### config.mk
export PLATFORM = sky130hd
export DESIGN_NAME = round_key_store
export DESIGN_NICKNAME = d
export VERILOG_FILES = /design/src/rtl/round_key_store.sv
export SDC_FILE = /design/constraint.sdc
export NUM_CORES = 2
export LEC_CHECK = 0
export BUFFER_PORTS_ARGS = -buffer_cell sky130_fd_sc_hd__buf_2
export CORE_MARGIN = 1.5
export CORE_UTILIZATION = 55
export CTS_BUF_LIST = sky130_fd_sc_hd__clkbuf_4 sky130_fd_sc_hd__clkbuf_8
export DETAILED_ROUTE_END_ITERATION = 7
export GPL_ROUTABILITY_DRIVEN = 0
export PLACE_DENSITY = 0.81
export SYNTH_ARGS = -nofsm -noshare
export SYNTH_HDL_FRONTEND = slang
export SYNTH_SLANG_ARGS = --single-unit
export TNS_END_PERCENT = 1
### constraint.sdc
create_clock -name clk -period 25.1 [get_ports clk]
set_input_delay 5.02 -clock clk [delete_from_list [all_inputs] [get_ports clk]]
set_output_delay 5.02 -clock clk [all_outputs]
set_load 0.02 [all_outputs]
### src/rtl/round_key_store.sv
// Round-key buffer between the byte-serial AES key expansion and the round datapath.
// Packs streamed bytes into KEY_WIDTH-bit keys, stores NUM_ROUNDS+1 of them, serves one-cycle reads.
module round_key_store #(
    parameter int NUM_ROUNDS = 10,
    parameter int KEY_WIDTH  = 128
) (
    input  logic                 clk,
    input  logic                 rst,
    input  logic                 start,
    input  logic [7:0]           key_byte,
    input  logic                 key_valid,
    input  logic                 rd_req,
    input  logic [3:0]           rd_round,
    output logic [KEY_WIDTH-1:0] rd_key,
    output logic                 rd_valid,
    output logic                 rd_miss,
    output logic [3:0]           wr_round,
    output logic                 all_ready,
    output logic                 overflow_err
);

    localparam int BYTES   = KEY_WIDTH / 8;
    localparam int CNT_W   = $clog2(BYTES);
    localparam int ENTRIES = NUM_ROUNDS + 1;
    localparam logic [CNT_W-1:0] LAST_BYTE  = CNT_W'(BYTES - 1);
    localparam logic [3:0]       LAST_ROUND = 4'(NUM_ROUNDS);

    typedef enum logic [1:0] {IDLE, COLLECT, FULL} state_t;

    state_t               state, state_next;
    logic                 capture, drop_byte, key_done, rd_hit;
    logic [CNT_W-1:0]     byte_cnt;
    logic [KEY_WIDTH-9:0] asm_reg;
    logic [ENTRIES-1:0]   valid;
    logic [KEY_WIDTH-1:0] entry [ENTRIES];

    // NOTE: sequential state uses non-blocking assignments so every register samples pre-edge values.
    always_ff @(posedge clk or posedge rst) begin
        if (rst) state <= IDLE;
        else     state <= state_next;
    end

    // NOTE: each combinational output gets a default first so no path can infer a latch.
    always_comb begin
        state_next = state;
        if (start)
            state_next = COLLECT;
        else if (key_done && wr_round == LAST_ROUND)
            state_next = FULL;
    end

    always_comb begin
        capture   = (state == COLLECT) && key_valid && !start;
        drop_byte = (state == FULL) && key_valid && !start;
        key_done  = capture && (byte_cnt == LAST_BYTE);
        all_ready = (state == FULL);
    end

    always_ff @(posedge clk or posedge rst) begin
        if (rst) begin
            byte_cnt     <= '0;
            asm_reg      <= '0;
            wr_round     <= '0;
            valid        <= '0;
            overflow_err <= 1'b0;
        end else if (start) begin
            byte_cnt     <= '0;
            wr_round     <= '0;
            valid        <= '0;
            overflow_err <= 1'b0;
        end else begin
            if (capture) begin
                asm_reg  <= {asm_reg[KEY_WIDTH-17:0], key_byte};
                byte_cnt <= key_done ? '0 : byte_cnt + 1'b1;
            end
            // wr_round parks on the last entry once the schedule is complete
            if (key_done) begin
                valid[wr_round] <= 1'b1;
                if (wr_round != LAST_ROUND)
                    wr_round <= wr_round + 1'b1;
            end
            if (drop_byte)
                overflow_err <= 1'b1;
        end
    end

    // NOTE: the key storage has no reset; the valid mask alone decides what may be read.
    always_ff @(posedge clk) begin
        if (key_done)
            entry[wr_round] <= {asm_reg, key_byte};
    end

    assign rd_hit = (rd_round <= LAST_ROUND) && valid[rd_round];

    always_ff @(posedge clk or posedge rst) begin
        if (rst) begin
            rd_key   <= '0;
            rd_valid <= 1'b0;
            rd_miss  <= 1'b0;
        end else if (!rd_req) begin
            rd_valid <= 1'b0;
            rd_miss  <= 1'b0;
        end else if (rd_hit) begin
            rd_key   <= entry[rd_round];
            rd_valid <= 1'b1;
            rd_miss  <= 1'b0;
        end else begin
            rd_valid <= 1'b0;
            rd_miss  <= 1'b1;
        end
    end

endmodule

==> reports/qor.tcl <==
set qor(outcome) {complete, no violations}
set qor(worst_ep_arrival_time_ps) 9680
set qor(detailed_place.area_um2) 65450
set qor(finClkSkew_ps) 38.91
set qor(critical_path.most_common_cell) {sky130_fd_sc_hd__buf_4}
set qor(detailedRoute.firstPassIterationCount) 7
set qor(route.final.wire_length_um) 137100
set qor(cts.hold.buffers_added) 0
set qor(core_area_um2) 114200
set qor(p_leak_nw) 24.71
set qor(fp.dieW_um) 342.1
set qor(clockRootBuffer) {sky130_fd_sc_hd__clkbuf_8}
set qor(floorplan.die_area_um2) 117000
set qor(place_hpwl_um) 73770
set qor(post_cts_resize_count) 0
set qor(switching_share) 0.2371
set qor(internal_power_mw) 4.691
set qor(timing.critical_path.to_type) {register}
set qor(grt_usage) 0.2369
set qor(setup_repair_after_global_routing_missed_its_margin) {false}
set qor(worstMarginPinSlew_ps) 1207
set qor(slowest_stage) {sky130_fd_sc_hd__nor4b_1}
set qor(synth.yosys.warnings) 0
set qor(worstSetupStartpointType) {input port}
set qor(grt-ovfl-total) 0
set qor(finalHoldWorstSlack_ps) 484.6
set qor(comb_power_share) 0.041
set qor(vias) 30420
set qor(synth-seq-cells) 1680
set qor(antenna_violations_before_repair) 4
set qor(netlist_area_um2) 63250
set qor(setup_violations) 0
set qor(final_critical_path_setup_slack_ps) 15950
set qor(cts_tree) {yes}
set qor(remaining_drc_errors) 0
set qor(stdcell_area_um2) 70530
set qor(setup.worst_path.class) {in -> reg}
set qor(worst_skew_pair.late_latency_ps) 920
set qor(yosysUniqueCellTypes) 43
set qor(path_cells) {buf_2, nand4bb_4, nor4b_1, and2_4, buf_4, buf_4}
set qor(area.growth.synth_to_final_pct) 11.51
set qor(row_count) 124
set qor(setup_total_negative_slack_ps) 0
set qor(synth_seq_area_share) 0.7761
set qor(start_util) 0.5539
set qor(worstPathBufferInverterCount) 3
set qor(cp_top_family) {simple AND/OR/NAND/NOR gates}
set qor(grt_start_max_net_pins) 129
set qor(avgSynthCellArea_um2) 21.43
set qor(drt_iter0_drc) 3311
set qor(net_load_switching_power_mw) 1.458
set qor(tritoncts.num_buffers) 238
set qor(required_worst_endpoint_ps) 25620
set qor(setup_fix_bufs_post_cts) 0
set qor(clkSinkCount) 1680
set qor(power_frac_seq) 0.600
set qor(clockPowerShare) 0.359
set qor(die_height_um) 342.1
set qor(final_cell_count_no_fill) 4955
set qor(postSynthNetCount) 2974
set qor(cpPeakStageDelay_ps) 1260
set qor(drive_above_1_share) 0.3287
set qor(htreeDepth) 4
set qor(wire_length_of_the_first_global_routing_pass_um) 203100
set qor(timing_hold_violations_final) 0
set qor(via_count_of_the_first_global_routing_pass) 31740
set qor(route.antenna.remaining_nets) 0
set qor(vdd_drop_max_mv) 0.06704
set qor(finalPower_mw) 6.149
set qor(synthCells) 2952
set qor(fin_util) 0.6176
set qor(via_per_inst) 6.139
set qor(timing.final.crit_period_ps) 9155
set qor(num-nets-final) 3252
set qor(worstPathMaxFanout) 44
set qor(flip_flop_count_of_the_largest_register_all_copies_and_words_added) 1408
set qor(final-max-slew-violation-count) 0
set qor(routed_wire_length_per_instance_um) 27.66
set qor(r2r_setup_slack_ps) 19930
set qor(timing.max_slew.rel_slack) 0.1837
set qor(timing.fmax_ghz) 0.1092
set qor(share_of_the_clock_period_used_by_the_worst_path) 0.3647
set qor(power_density_nw_per_um2) 87.18
set qor(clock_edge_transition_at_the_registers_on_the_reported_setup_and_hold_paths_ps) 60
set qor(cap_violations) 0
set qor(dp_cells) 4502
set qor(worst_hold_path_type) {reg -> reg}
set qor(cts.path.max_buffers) 3
set qor(design.portCount) 153
set qor(place_ws_ps) 15030
set qor(buffer_ports.inserted) 152
==> path summary, 6_finish.rpt <==
| path | startpoint | endpoint | cells after the start |
|---|---|---|---|
| worst min register to register | rd_key[103]$_DFFE_PP0P_ | rd_key[103]$_DFFE_PP0P_ | 1 |
| min in group asynchronous | rst | rd_key[97]$_DFFE_PP0P_ | 2 |
| worst max-delay path | start | entry[4][29]$_DFFE_PP_ | 6 |
| max in group asynchronous | rst | byte_cnt[1]$_DFFE_PP0P_ | 3 |
| worst max register to register | state[1]$_DFFE_PP0P_ | entry[4][29]$_DFFE_PP_ | 5 |
| worst min-delay path | rd_key[103]$_DFFE_PP0P_ | rd_key[103]$_DFFE_PP0P_ | 1 |
==> Yosys cell counts, drive strengths merged <==
cell	n	area, µm²
edfxtp	1408	42280
dfrtp	272	6807
mux4	258	5811
mux2	248	3168
nand2	133	499.2
mux2i	132	1321
a22oi	128	960.9
o211ai	128	960.9
clkbuf	85	319.1
buf	74	596.8
nor2	19	71.32
a21oi	15	75.07
and2	9	56.30
inv	6	22.52
ha	5	62.56
nand2b	3	18.77
nand3	3	15.01
o21ai	3	26.28
a31oi	2	12.51
and3	2	12.51
nand3b	2	15.01
nor2b	2	12.51
xnor2	2	17.52
a211oi	1	7.510
a21o	1	7.510
a311oi	1	8.760
and3b	1	8.760
nand4b	1	8.760
nand4bb	1	11.26
nor3	1	5.000
nor3b	1	7.510
nor4	1	6.260
nor4b	1	8.760
o211a	1	10.01
or3	1	6.260
xor2	1	8.760
==> placed cells by master (no fill, tap or decap), drive strengths merged, types with 2 or more instances in the layout <==
cell      count
edfxtp     1408
clkbuf      372
dfrtp       272
mux4        258
mux2        248
buf         197
nand2       133
mux2i       132
a22oi       128
o211ai      128
clkinv       66
nor2         19
a21oi        15
inv          12
and2          9
ha            5
bufinv        4
nand3         3
clkinvlp      3
nand2b        3
o21ai         3
diode         2
nand3b        2
xnor2         2
and3          2
a31oi         2
nor2b         2
==> cell type report <==
cell class,count,area [µm²]
diodes,2,5.005
clock buffers,372,4569
clock inverters,79,504.2
fillers,7444,43660
inverters,6,35.03
multi-input cells,1107,13290
flip-flops and latches,1680,49090
well taps,1512,1892
repair buffers,197,1144
==> power groups by stage <==
| stage | registers [mW] | clock network [mW] | logic (mW) |
|---|---|---|---|
| 2_1_floorplan | 3.58 | 0 | 0.190 |
| 3_3_place_gp | 3.73 | 0 | 0.243 |
| 3_5_place_dp | 3.75 | 0 | 0.252 |
| 4_1_cts | 3.69 | 2.23 | 0.255 |
| 5_1_grt | 3.72 | 2.34 | 0.269 |
| 6_report | 3.69 | 2.21 | 0.251 |
==> cells by family after synthesis <==
| kind of cell | share of synthesized area |
|---|---|
| flip-flops | 0.7761 |
| multiplexers | 0.1629 |
| AO/OA/AOI/OAI | 0.03272 |
| AND/OR/NAND/NOR | 0.01207 |
| buffers and inverters | 0.01484 |
| adder cells (fa/ha/maj) | 0.0009891 |
| XOR/XNOR | 0.0004155 |
==> per-layer routing <==
metal	vias to the layer above	part of all wire	track usage
li1	12680	-	-
met1	16000	0.38	0.3193
met2	1546	0.51	0.3916
met3	194	0.084	0.04538
met4	2	0.025	0.08038
met5	-	0.000095	0
No activity file was read; power rests on OpenSTA's default activity.
